===== config.mk =====
export PLATFORM = sky130hd
export DESIGN_NAME = if_fetch_unit
export DESIGN_NICKNAME = d
export VERILOG_FILES = /design/src/rtl/if_fetch_unit.sv
export SDC_FILE = /design/constraint.sdc
export NUM_CORES = 1
export LEC_CHECK = 0
export ABC_AREA = 1
export CAP_MARGIN = 10
export CORE_MARGIN = 2
export CORE_UTILIZATION = 30
export DETAILED_ROUTE_END_ITERATION = 8
export PLACE_DENSITY = 0.53
export SYNTH_ARGS = -nofsm -noshare
export SYNTH_HDL_FRONTEND = slang
export SYNTH_SLANG_ARGS = --single-unit

===== constraint.sdc =====
create_clock -name clk_i -period 3.3 [get_ports clk_i]
set_input_delay 0.33 -clock clk_i [delete_from_list [all_inputs] [get_ports clk_i]]
set_output_delay 0.33 -clock clk_i [all_outputs]
set_load 0.02 [all_outputs]

===== src/rtl/if_fetch_unit.sv =====
// rtl/if_fetch_unit.sv - instruction-fetch stage: PC, imem handshake, IF/ID drive
//
// Owns the program counter and a single outstanding request to instruction
// memory. Fetched instructions go to the IF/ID register in program order.
// Hazard stalls are honoured. Branch/jump redirects squash any instruction
// fetched before the redirect.
//
// Ports:
//   clk_i            rising-edge clock
//   rst_n            asynchronous active-low reset
//   PCwrite_i        0 = stall IF and IF/ID (hazard unit)
//   branch_i         taken redirect, wins over PCwrite_i
//   branch_target_i  redirect PC, sampled when branch_i=1
//   imem_req_o       request to instruction memory
//   imem_addr_o      word address of the outstanding request
//   imem_ack_i       memory acknowledge, imem_data_i valid in the same cycle
//   imem_data_i      fetched instruction
//   next_PC_o        PC+1 of the delivered instruction
//   instr_o          delivered instruction
//   IFIDwrite_o      IF/ID load enable
//   IFIDflush_o      IF/ID clear (all-zero bubble)

module if_fetch_unit #(
    parameter logic [15:0] RESET_PC = 16'h0000
) (
    input  logic        clk_i,
    input  logic        rst_n,
    input  logic        PCwrite_i,
    input  logic        branch_i,
    input  logic [15:0] branch_target_i,
    output logic        imem_req_o,
    output logic [15:0] imem_addr_o,
    input  logic        imem_ack_i,
    input  logic [15:0] imem_data_i,
    output logic [15:0] next_PC_o,
    output logic [15:0] instr_o,
    output logic        IFIDwrite_o,
    output logic        IFIDflush_o
);

    localparam logic [1:0] ST_IDLE    = 2'd0;
    localparam logic [1:0] ST_FETCH   = 2'd1;
    localparam logic [1:0] ST_HOLD    = 2'd2;
    localparam logic [1:0] ST_DISCARD = 2'd3;

    logic [1:0]  state_q, state_d;
    logic [15:0] pc_q, pc_d;
    logic [15:0] addr_q, addr_d;
    logic [15:0] hold_q, hold_d;
    logic [15:0] pc_inc;
    logic        in_fetch, in_hold, in_discard;
    logic        valid;
    logic        write_d, flush_d;

    assign pc_inc     = pc_q + 16'd1;
    assign in_fetch   = (state_q == ST_FETCH);
    assign in_hold    = (state_q == ST_HOLD);
    assign in_discard = (state_q == ST_DISCARD);

    // An instruction is available either straight from memory or from the
    // capture register filled during a stall.
    assign valid = (in_fetch && imem_ack_i) || in_hold;

    always_comb begin
        state_d = state_q;
        pc_d    = pc_q;
        addr_d  = addr_q;
        hold_d  = hold_q;
        write_d = 1'b0;
        flush_d = 1'b0;

        if (branch_i) begin
            flush_d = 1'b1;
            pc_d    = branch_target_i;
            if ((in_fetch || in_discard) && !imem_ack_i) begin
                // A request is still in flight and cannot be withdrawn.
                // Let it complete in DISCARD, then refetch from pc.
                state_d = ST_DISCARD;
            end else begin
                // No request is pending past this edge, so fetch the target
                // directly.
                state_d = ST_FETCH;
                addr_d  = branch_target_i;
            end
        end else if (PCwrite_i && valid) begin
            write_d = 1'b1;
            pc_d    = pc_inc;
            addr_d  = pc_inc;
            state_d = ST_FETCH;
        end else begin
            // No delivery this cycle. Bubble ID unless the hazard unit wants
            // IF/ID frozen.
            flush_d = PCwrite_i;
            case (state_q)
                ST_IDLE: begin
                    state_d = ST_FETCH;
                end
                ST_FETCH: begin
                    // Reaching here with an ack implies PCwrite_i=0.
                    if (imem_ack_i) begin
                        state_d = ST_HOLD;
                        hold_d  = imem_data_i;
                    end
                end
                ST_DISCARD: begin
                    if (imem_ack_i) begin
                        addr_d  = pc_q;
                        state_d = ST_FETCH;
                    end
                end
                default: begin
                    // HOLD with PCwrite_i=0 keeps the captured instruction.
                end
            endcase
        end
    end

    always_ff @(posedge clk_i or negedge rst_n) begin
        if (!rst_n) begin
            state_q <= ST_IDLE;
            pc_q    <= RESET_PC;
            addr_q  <= RESET_PC;
            hold_q  <= 16'h0000;
        end else begin
            state_q <= state_d;
            pc_q    <= pc_d;
            addr_q  <= addr_d;
            hold_q  <= hold_d;
        end
    end

    // The request depends only on registered state. A stall or branch can
    // therefore never glitch or withdraw a request.
    assign imem_req_o  = rst_n && (in_fetch || in_discard);
    assign imem_addr_o = rst_n ? addr_q : RESET_PC;
    assign next_PC_o   = rst_n ? pc_inc : (RESET_PC + 16'd1);
    assign instr_o     = !rst_n ? 16'h0000 : (in_hold ? hold_q : imem_data_i);
    assign IFIDwrite_o = rst_n && write_d;
    assign IFIDflush_o = rst_n && flush_d;

endmodule


==> summary.md, run 1 <==
Worst setup path
* chain of cells forming the critical path: ha_1 -> nand3_1 -> nor2_2 -> nand3_1 -> nand2_1 -> nand2_1 -> nor2_1 -> clkdlybuf4s50_1
* category of the worst setup path launch point: flop
* critical setup path kind: reg -> out
* required time reported for the critical path endpoint: 2.97 ns
* largest driver fanout on the critical path: 9
* register-to-register path setup slack: 0.83 ns
* capturing element type of the critical path: output pin
* data arrival time of the critical path: 2.42 ns
* critical-path cell with the highest stage delay: clkdlybuf4s50_1
* delay of the slowest critical-path stage: 0.62 ns

Timing
* Fin. Hold Viols: 0
* Total Negative Setup Slacks: 0 ns
* setup violation total in the final timing report: 0
* achievable frequency: 0.3634 GHz
* minimum hold slack: 0.03012 ns
* part of the cycle the worst path needs: 83.38%
* post-layout min period: 2.751 ns
* setup repair after global routing missed its margin: no
* clock tree skew after final layout: 0.01123 ns
* slew at the pin with the worst max-slew slack: 0.5598 ns
* Slew Viols, Final: 0
* worst slew slack as a fraction of its limit: 62.64%

Clock tree
* Clock Sink Count: 50
* number of post-CTS setup repair buffers: 0
* total clock buffers created by CTS: 5
* insertion delay of the later-clocked pin in the worst-skew pair: 0.31 ns
* post-cts sizing count: 0
* Clock H-tree levels: 2
* Hold-fix buffers, CTS: 0
* CTS tree: done
* clock transition at the registers of the reported paths: 0.10 ns
* cell at the root of the clock tree: clkbuf_8
* clk buf depth: 2

Power
* net switching fraction of the power: 37.76%
* reported leakage power: 2.101 nW
* VDD IR-drop max: 0.1885 mV
* power per cell area: 519.8 nW/um2
* Switching Power: 0.7944 mW
* share of total power in the clock network: 18.1%
* Tot Pwr: 2.103 mW
* relative contribution of sequential cells to total power: 44.2%
* design internal power: 1.309 mW
* combinational cell fraction of total power: 37.7%

Place
* final RePlAce weighted congestion: 0.8337
* count of input and output buffers: 87
* sum of net half-perimeters after detailed placement: 5.788 mm

Drt
* wire length per cell: 12.08 um
* wire length after detailed routing: 7.983 mm
* violation count after the first detailed-routing iteration: 116
* Initial DRT Pass Iterations: 4
* mean number of vias per cell: 4.440
* via total after detailed routing: 2935
* DRC violations left: 0
* ANT nets after route: 0

Hold path
* type of the tightest min-delay check: in -> async

Synth
* Syn. warnings: 0
* Synth cell types: 27
* synthesized area per cell: 6.677 um2
* share of the yosys chip area belonging to registers: 41.74%
* Net Count, Synth: 487
* area of the mapped netlist: 2998 um2
* synthesis-stage register bit count: 50
* count of mapped cells out of synthesis: 449

Floorplanning
* full die area: 10810 um2
* area inside the core boundary: 9729 um2
* Starting Density: 30.81%
* io pins: 88
* number of placement rows: 36
* die outline width: 104.0 um
* die span in y: 104.0 um

Cells and area
* fraction of final layout cells with drive strength greater than 1: 3.977%
* leading cell types in the layout, fill and taps excluded: 177 x nand2_1, 86 x clkdlybuf4s50_1, 64 x inv_1, 50 x dfrtp_1, 34 x nand3_1
* fillers: 1037
* Reg area: 1251 um2
* antenna diode instance count: 0
* final layout net count: 565
* most common cell after layout, fill and taps aside: nand2_1
* Synth-to-Final Area Change: 34.97%
* area of the multi-input gates: 1390 um2

Status
* run status: finished, final reports clean

Global route
* largest net degree at the start of global routing: 86
* wire length of the first global-routing pass: 13.74 mm
* Total Routing Usage GR: 15.38%
* initial antenna violation count: 0
* grt ovf: 0
* via count of the first global-routing pass: 2860

Job
* max-cap violations: 0

## through the flow
stage / util (%) / setup slack (ns) / std cells / area (um2)
2_1_floorplan: - / 1.525 / 449 / 2998
3_3_place_gp: 40.65 / 0.7904 / 653 / 3955
3_5_place_dp: 40.65 / 0.6927 / 653 / 3955
4_1_cts: 41.59 / 0.5306 / 661 / 4046
5_1_grt: 41.59 / 0.3335 / 661 / 4046
6_report: 41.59 / 0.5486 / 661 / 4046
## routing by layer
metal | GRT usage, % | up-vias | share of wire (%)
met5 | 0 | - | 0
met4 | 4.344 | 0 | 1.6
met3 | 4.386 | 11 | 8.7
met2 | 23.31 | 96 | 42
met1 | 21.40 | 1293 | 48
li1 | - | 1535 | -
## critical path: cells and delay by family (launching register included)
| family | cells | cell delay, ns |
|---|---|---|
| AND/OR/NAND/NOR | 6 | 0.84 |
| buffers and inverters | 1 | 0.62 |
| flip-flops | 1 | 0.44 |
| adder cells (fa/ha/maj) | 1 | 0.21 |
## cell type report
cell class                 instances  area share (%)
multi-input combinational        314           34.35
sequential                        50           30.92
timing repair buffer              89           22.08
inverter                          67           6.277
tap                              133           4.113
clock buffer                       7           2.134
clock inverter                     1          0.1237
## sequential cells by signal, summed over array words and instances, names as in the netlist
| signal | cells |
|---|---|
| pc_q | 16 |
| hold_q | 16 |
| state_q | 2 |
| addr_q | 16 |
## kinds of logic after synthesis
| group | count (synthesis) | share of synthesized area (%) |
|---|---|---|
| AND/OR/NAND/NOR | 250 | 34.98 |
| buffers and inverters | 85 | 11.89 |
| AO/OA/AOI/OAI | 60 | 10.10 |
| XOR/XNOR | 3 | 0.8766 |
| flip-flops | 50 | 41.74 |
| adder cells (fa/ha/maj) | 1 | 0.4173 |
## worst paths after layout
check / start / endpoint / depth (start not counted)
setup / recovery: pc_q[0]$_DFFE_PN0P_ / next_PC_o[14] / 8
hold / removal: rst_n / addr_q[3]$_DFFE_PN0P_ / 2
setup reg to reg: state_q[0]$_DFFE_PN0P_ / hold_q[1]$_DFFE_PN0P_ / 8
hold reg to reg: addr_q[13]$_DFFE_PN0P_ / addr_q[13]$_DFFE_PN0P_ / 2
max in group asynchronous: rst_n / addr_q[10]$_DFFE_PN0P_ / 2
min in group clk_i: addr_q[13]$_DFFE_PN0P_ / addr_q[13]$_DFFE_PN0P_ / 2
## Yosys cell counts
master / number / area (um2)
inv_4: 1 / 6.260
o21bai_1: 1 / 7.510
xor2_1: 2 / 17.52
buf_6: 3 / 33.78
xnor2_1: 1 / 8.760
nand3_1: 34 / 170.2
inv_2: 2 / 7.510
nand2_2: 3 / 18.77
a21oi_1: 24 / 120.1
nand3b_1: 1 / 7.510
o21ai_1: 10 / 50.05
o21ai_0: 25 / 125.1
dfrtp_1: 50 / 1251
buf_2: 4 / 20.02
nand2_4: 1 / 11.26
inv_1: 64 / 240.2
buf_4: 2 / 15.01
nor2_8: 1 / 20.02
nand2_1: 177 / 664.4
nor3_1: 2 / 10.01
nand3_4: 1 / 17.52
nand4_1: 3 / 18.77
nor2_1: 25 / 93.84
nor2_2: 1 / 6.260
ha_1: 1 / 12.51
nand3_2: 1 / 10.01
clkbuf_1: 9 / 33.78
## power groups by stage
stage	sequential, mW	combinational (mW)	clock, mW
6_report	0.929	0.794	0.380
5_1_grt	0.958	0.898	0.420
4_1_cts	0.929	0.807	0.398
3_5_place_dp	0.936	0.805	0
3_3_place_gp	0.938	0.789	0
2_1_floorplan	0.907	0.516	0
Power figures use the tool's default switching activity.
==> inputs of run 2 (changes only) <==
- clock period: 3.3 -> 2.8 ns (I/O delays scaled with it)
==> summary.md, run 2 (synthesis results as in run 1) <==
Status
* run status: finished, final reports clean, unchanged

Drt
* Initial DRT Pass Iterations: 4, unchanged
* DRC violations left: 0, unchanged
* via total after detailed routing: 2947, was 2935
* violation count after the first detailed-routing iteration: 162, was 116
* wire length per cell: 12.39 um, was 12.08 um
* mean number of vias per cell: 4.438, was 4.440
* wire length after detailed routing: 8.230 mm, was 7.983 mm
* ANT nets after route: 0, unchanged

Floorplanning
* full die area: 10810 um2, unchanged
* area inside the core boundary: 9729 um2, unchanged
* die outline width: 104.0 um, unchanged
* Starting Density: 30.81%, unchanged
* number of placement rows: 36, unchanged
* io pins: 88, unchanged
* die span in y: 104.0 um, unchanged

Clock tree
* total clock buffers created by CTS: 5, unchanged
* Clock Sink Count: 50, unchanged
* clock transition at the registers of the reported paths: 0.09 ns, was 0.10 ns
* cell at the root of the clock tree: clkbuf_8, unchanged
* Clock H-tree levels: 2, unchanged
* CTS tree: done, unchanged
* clk buf depth: 2, unchanged
* insertion delay of the later-clocked pin in the worst-skew pair: 0.31 ns, about the same

Worst setup path
* capturing element type of the critical path: output pin, unchanged
* worst reg-to-reg path cell count: 9, was 8
* largest driver fanout on the critical path: 16, was 9
* required time reported for the critical path endpoint: 2.52 ns, was 2.97 ns
* critical-path cell with the highest stage delay: clkdlybuf4s50_1, unchanged
* data arrival time of the critical path: 2.36 ns, was 2.42 ns
* critical setup path kind: in -> out, was reg -> out
* category of the worst setup path launch point: input port, was flop
* delay of the slowest critical-path stage: 0.69 ns, was 0.62 ns
* chain of cells forming the critical path: dlygate4sd3_1 -> buf_2 -> inv_1 -> nor3_1 -> clkdlybuf4s50_1, was ha_1 -> nand3_1 -> nor2_2 -> nand3_1 -> nand2_1 -> nand2_1 -> nor2_1 -> clkdlybuf4s50_1

Timing
* post-layout min period: 2.637 ns
* worst slew slack as a fraction of its limit: 61.64%, was 62.64%
* setup violation total in the final timing report: 0, unchanged
* Slew Viols, Final: 0, unchanged
* setup repair after global routing missed its margin: no, unchanged
* clock tree skew after final layout: 0.007865 ns, was 0.01123 ns
* part of the cycle the worst path needs: 94.19%
* achievable frequency: 0.3792 GHz
* Total Negative Setup Slacks: 0 ns, unchanged
* Fin. Hold Viols: 0, unchanged
* slew at the pin with the worst max-slew slack: 0.5747 ns, was 0.5598 ns

Global route
* grt ovf: 0, unchanged
* wire length of the first global-routing pass: 13.90 mm, was 13.74 mm
* initial antenna violation count: 0, unchanged
* Total Routing Usage GR: 15.63%, was 15.38%
* largest net degree at the start of global routing: 51, was 86
* via count of the first global-routing pass: 2866, was 2860

Place
* count of input and output buffers: 87, unchanged
* sum of net half-perimeters after detailed placement: 6.096 mm, was 5.788 mm
* final RePlAce weighted congestion: 0.8423, was 0.8337
* number of placed instances with taps included: 655, was 653
* post-place instance area: 3970 um2, was 3955 um2

Cells and area
* antenna diode instance count: 0, unchanged
* most common cell after layout, fill and taps aside: nand2_1, unchanged
* fillers: 1089, was 1037
* post-layout util: 42.08%, was 41.59%
* Synth-to-Final Area Change: 36.56%, was 34.97%
* leading cell types in the layout, fill and taps excluded: 177 x nand2_1, 86 x clkdlybuf4s50_1, 64 x inv_1, 50 x dfrtp_1, 34 x nand3_1, unchanged
* post-route insts no fill: 664, was 661
* final layout net count: 568, was 565
* leading registers by flop count: addr_q: 16 flops, hold_q: 16 flops, pc_q: 16 flops, unchanged
* final design instance area without fill: 4094 um2, was 4046 um2
* fraction of final layout cells with drive strength greater than 1: 4.520%, was 3.977%

Power
* power per cell area: 625.4 nW/um2, was 519.8 nW/um2
* Tot Pwr: 2.560 mW, was 2.103 mW
* reported leakage power: 2.124 nW, was 2.101 nW
* VDD IR-drop max: 0.2363 mV, was 0.1885 mV

Job
* max-cap violations: 0, unchanged

Hold path
* type of the tightest min-delay check: reg -> reg, was in -> async
* worst hold stages: 2

## run 2: per-stage QoR
step / hold slack [ns] / setup slack [ns]
final: 0.4845 / 0.1626
after CTS: 0.4910 / 0.09652
after global placement: 0.3068 / 0.3495
after detailed placement: 0.3086 / 0.2834
after global routing: 0.5072 / 0.01833
after floorplan: -0.01559 / 1.075
## run 2: final cells by class
class                           instances  area [um2]  area share [%]
Clock buffer                            5       68.82           1.681
Multi-Input combinational cell        314        1395           34.08
Clock inverter                          3       40.04          0.9780
Sequential cell                        50        1251           30.56
Inverter                               67       254.0           6.204
Timing Repair Buffer                   92       918.4           22.43
Tap cell                              133       166.4           4.065
## run 2: repair_timing
item | 4_1_cts | 5_1_grt
gates resized for setup | 0 | 1
setup buffers | 0 | 0
hold buffers | 1 | 0
hold endpoints to repair | 32 | 0
endpoints found under the setup margin | 0 | 2
## run 2: layer usage
metal	track usage (%)	routed length (um)	up-vias	part of all wire, %
met4	2.896	38	0	0.46
met2	24.48	3553	88	43
met3	3.634	482	4	5.9
met5	0	0	-	0
met1	22.23	4157	1314	51
li1	-	-	1541	-
## run 2: power breakdown
part	total, mW	internal [mW]	switching (mW)
clock	0.517	0.264	0.254
combinational	0.942	0.400	0.542
sequential	1.10	0.947	0.154
## run 2: critical path: cells and delay by family
kind	cells	cell delay, ns
buffers and inverters	4	1.62
AND/OR/NAND/NOR	1	0.45
## run 2: path summary, 6_finish.rpt
| kind | from | to | slack, ns |
|---|---|---|---|
| worst max-delay path | rst_n | IFIDwrite_o | 0.16 |
| worst min-delay path | addr_q[3]$_DFFE_PN0P_ | addr_q[3]$_DFFE_PN0P_ | 0.48 |
| worst max register to register | state_q[0]$_DFFE_PN0P_ | hold_q[0]$_DFFE_PN0P_ | 0.34 |
| worst min register to register | addr_q[3]$_DFFE_PN0P_ | addr_q[3]$_DFFE_PN0P_ | 0.48 |
| max in group asynchronous | rst_n | hold_q[15]$_DFFE_PN0P_ | 1.95 |
| min in group asynchronous | rst_n | pc_q[4]$_DFFE_PN0P_ | 0.51 |
==> inputs of run 3 (changes only) <==
- CAP_MARGIN: 10 -> 20
- CELL_PAD_IN_SITES_DETAIL_PLACEMENT: not set -> 0
- CELL_PAD_IN_SITES_GLOBAL_PLACEMENT: not set -> 1
- PLACE_DENSITY: 0.53 -> 0.72
==> summary.md, run 3 (synthesis results as in run 1) <==
Floorplanning
* die outline width: 104.0 um, unchanged
* area inside the core boundary: 9729 um2, unchanged
* die span in y: 104.0 um, unchanged
* io pins: 88, unchanged
* number of placement rows: 36, unchanged
* full die area: 10810 um2, unchanged
* Starting Density: 30.81%, unchanged

Worst setup path
* category of the worst setup path launch point: flop, was input port
* required time reported for the critical path endpoint: 2.52 ns, about the same
* critical setup path kind: reg -> out, was in -> out
* largest driver fanout on the critical path: 7, was 16
* critical-path cell with the highest stage delay: clkdlybuf4s50_1, unchanged
* Crit path buffers/inverters: 2, was 4
* cell family contributing the most delay on the critical path: buffers and inverters, unchanged
* startpoint of the worst-slack reg-to-reg timing path: state_q[0]$_DFFE_PN0P_, unchanged
* most numerous cell on the critical path: nand3_1
* chain of cells forming the critical path: ha_1 -> nand3_1 -> nor2_4 -> buf_4 -> nand3_1 -> a21oi_1 -> clkdlybuf4s50_1, was dlygate4sd3_1 -> buf_2 -> inv_1 -> nor3_1 -> clkdlybuf4s50_1
* register-to-register path setup slack: 0.64 ns, was 0.34 ns
* delay of the slowest critical-path stage: 0.63 ns, was 0.69 ns
* capturing element type of the critical path: output pin, unchanged
* worst flop-to-flop path endpoint: hold_q[4]$_DFFE_PN0P_, was hold_q[0]$_DFFE_PN0P_
* data arrival time of the critical path: 2.36 ns, about the same
* worst reg-to-reg path cell count: 11, was 9

Clock tree
* total clock buffers created by CTS: 5, unchanged
* Hold-fix buffers, CTS: 0, was 1
* Clock Sink Count: 50, unchanged
* clock transition at the registers of the reported paths: 0.09 ns, about the same
* CTS tree: done, unchanged
* Clock H-tree levels: 2, unchanged
* insertion delay of the later-clocked pin in the worst-skew pair: 0.30 ns, was 0.31 ns
* clk buf depth: 2, unchanged
* cell at the root of the clock tree: clkbuf_8, unchanged

Power
* share of total power in the clock network: 18.0%, was 20.2%
* net switching fraction of the power: 37.74%, was 37.08%
* reported leakage power: 2.140 nW, was 2.124 nW
* Tot Pwr: 2.487 mW, was 2.560 mW
* combinational cell fraction of total power: 37.9%, was 36.8%
* power per cell area: 607.9 nW/um2, was 625.4 nW/um2
* relative contribution of sequential cells to total power: 44.1%, was 43.0%
* design internal power: 1.548 mW, was 1.611 mW
* VDD IR-drop max: 0.2254 mV, was 0.2363 mV
* Switching Power: 0.9387 mW, was 0.9494 mW

Cells and area
* final layout net count: 570, was 568
* most common cell after layout, fill and taps aside: nand2_1, unchanged
* fillers: 1096, was 1089
* post-route insts no fill: 666, was 664
* leading cell types in the layout, fill and taps excluded: 177 x nand2_1, 85 x clkdlybuf4s50_1, 64 x inv_1, 50 x dfrtp_1, 34 x nand3_1, was 177 x nand2_1, 86 x clkdlybuf4s50_1, 64 x inv_1, 50 x dfrtp_1, 34 x nand3_1
* fraction of final layout cells with drive strength greater than 1: 4.878%, was 4.520%
* antenna diode instance count: 0, unchanged
* final design instance area without fill: 4091 um2, was 4094 um2
* Synth-to-Final Area Change: 36.48%, was 36.56%
* leading registers by flop count: addr_q: 16 flops, hold_q: 16 flops, pc_q: 16 flops, unchanged

Timing
* Total Negative Setup Slacks: 0 ns, unchanged
* setup violation total in the final timing report: 0, unchanged
* minimum hold slack: 0.008190 ns, was 0.4845 ns
* Fin. Hold Viols: 0, unchanged
* part of the cycle the worst path needs: 94.11%, was 94.19%
* slew at the pin with the worst max-slew slack: 0.5631 ns, was 0.5747 ns
* clock tree skew after final layout: 0.004370 ns, was 0.007865 ns
* Slew Viols, Final: 0, unchanged
* post-layout min period: 2.635 ns, was 2.637 ns
* worst slew slack as a fraction of its limit: 62.42%, was 61.64%
* achievable frequency: 0.3795 GHz, was 0.3792 GHz

Place
* count of input and output buffers: 87, unchanged
* sum of net half-perimeters after detailed placement: 5.986 mm, was 6.096 mm
* post-place instance area: 3978 um2, was 3970 um2
* number of placed instances with taps included: 656, was 655
* final RePlAce weighted congestion: 0.8539, was 0.8423

Global route
* largest net degree at the start of global routing: 86, was 51
* grt ovf: 0, unchanged
* wire length of the first global-routing pass: 13.90 mm, about the same
* Total Routing Usage GR: 15.47%, was 15.63%
* via count of the first global-routing pass: 2774, was 2866
* initial antenna violation count: 0, unchanged

Drt
* ANT nets after route: 0, unchanged
* DRC violations left: 0, unchanged
* mean number of vias per cell: 4.471, was 4.438
* via total after detailed routing: 2978, was 2947
* Initial DRT Pass Iterations: 4, unchanged
* violation count after the first detailed-routing iteration: 155, was 162
* wire length per cell: 12.26 um, was 12.39 um
* wire length after detailed routing: 8.167 mm, was 8.230 mm

Status
* run status: finished, final reports clean, unchanged

Hold path
* type of the tightest min-delay check: in -> async, was reg -> reg

Job
* max-cap violations: 0, unchanged

run 3: timing repair:
| item | 4_1_cts | 5_1_grt |
|---|---|---|
| gates resized for setup | 0 | 2 |
| endpoints found under the setup margin | 0 | 4 |
| buffers inserted | 0 | 2 |
run 3: per-layer routing:
layer | part of all wire (%) | GRT usage, % | vias to the layer above
li1 | - | - | 1549
met1 | 51 | 22.41 | 1346
met5 | 0 | 0 | -
met2 | 42 | 23.12 | 76
met4 | 1.2 | 4.151 | 0
met3 | 5.6 | 3.571 | 7
run 3: worst register-to-register path, delay by kind of cell (launching register included):
kind / cells / cell delay [ns]
buf+inv: 4 / 0.76
flops: 1 / 0.46
simple gates: 6 / 0.75
compound gates: 1 / 0.08
run 3: cell type report:
| class | count | area (um2) | area share, % |
|---|---|---|---|
| Clock inverter | 1 | 5.005 | 0.1223 |
| Inverter | 67 | 254.0 | 6.208 |
| Clock buffer | 7 | 86.33 | 2.110 |
| Timing Repair Buffer | 94 | 933.4 | 22.81 |
| Tap cell | 133 | 166.4 | 4.067 |
| Multi-Input combinational cell | 314 | 1395 | 34.10 |
| Sequential cell | 50 | 1251 | 30.58 |
run 3: stage by stage:
stage                     setup slack, ns  utilization (%)
after floorplan                     1.075                -
after detailed placement           0.4239            40.88
after global placement             0.4943            40.88
final                              0.1649            42.05
after CTS                         0.06984            41.82
after global routing            -0.004222            42.05
run 3: worst max path at each step:
stage	end	slack, ns	startpoint	cells after the start
finish	next_PC_o[8]	0.16	pc_q[0]$_DFFE_PN0P_	7
global route	next_PC_o[8]	-0.004	pc_q[0]$_DFFE_PN0P_	7
CTS	next_PC_o[14]	0.07	pc_q[0]$_DFFE_PN0P_	8
detailed placement	next_PC_o[14]	0.42	pc_q[0]$_DFFE_PN0P_	8
global placement	IFIDwrite_o	0.49	imem_ack_i	6
floorplan	next_PC_o[8]	1.08	pc_q[0]$_DFFE_PN0P_	5
run 3: power by group through the flow:
stage | Combinational [mW] | Clock (mW) | Sequential, mW
3_5_place_dp | 0.954 | 0 | 1.11
3_3_place_gp | 0.944 | 0 | 1.10
4_1_cts | 0.957 | 0.469 | 1.10
5_1_grt | 1.06 | 0.494 | 1.13
2_1_floorplan | 0.608 | 0 | 1.07
6_report | 0.944 | 0.447 | 1.10
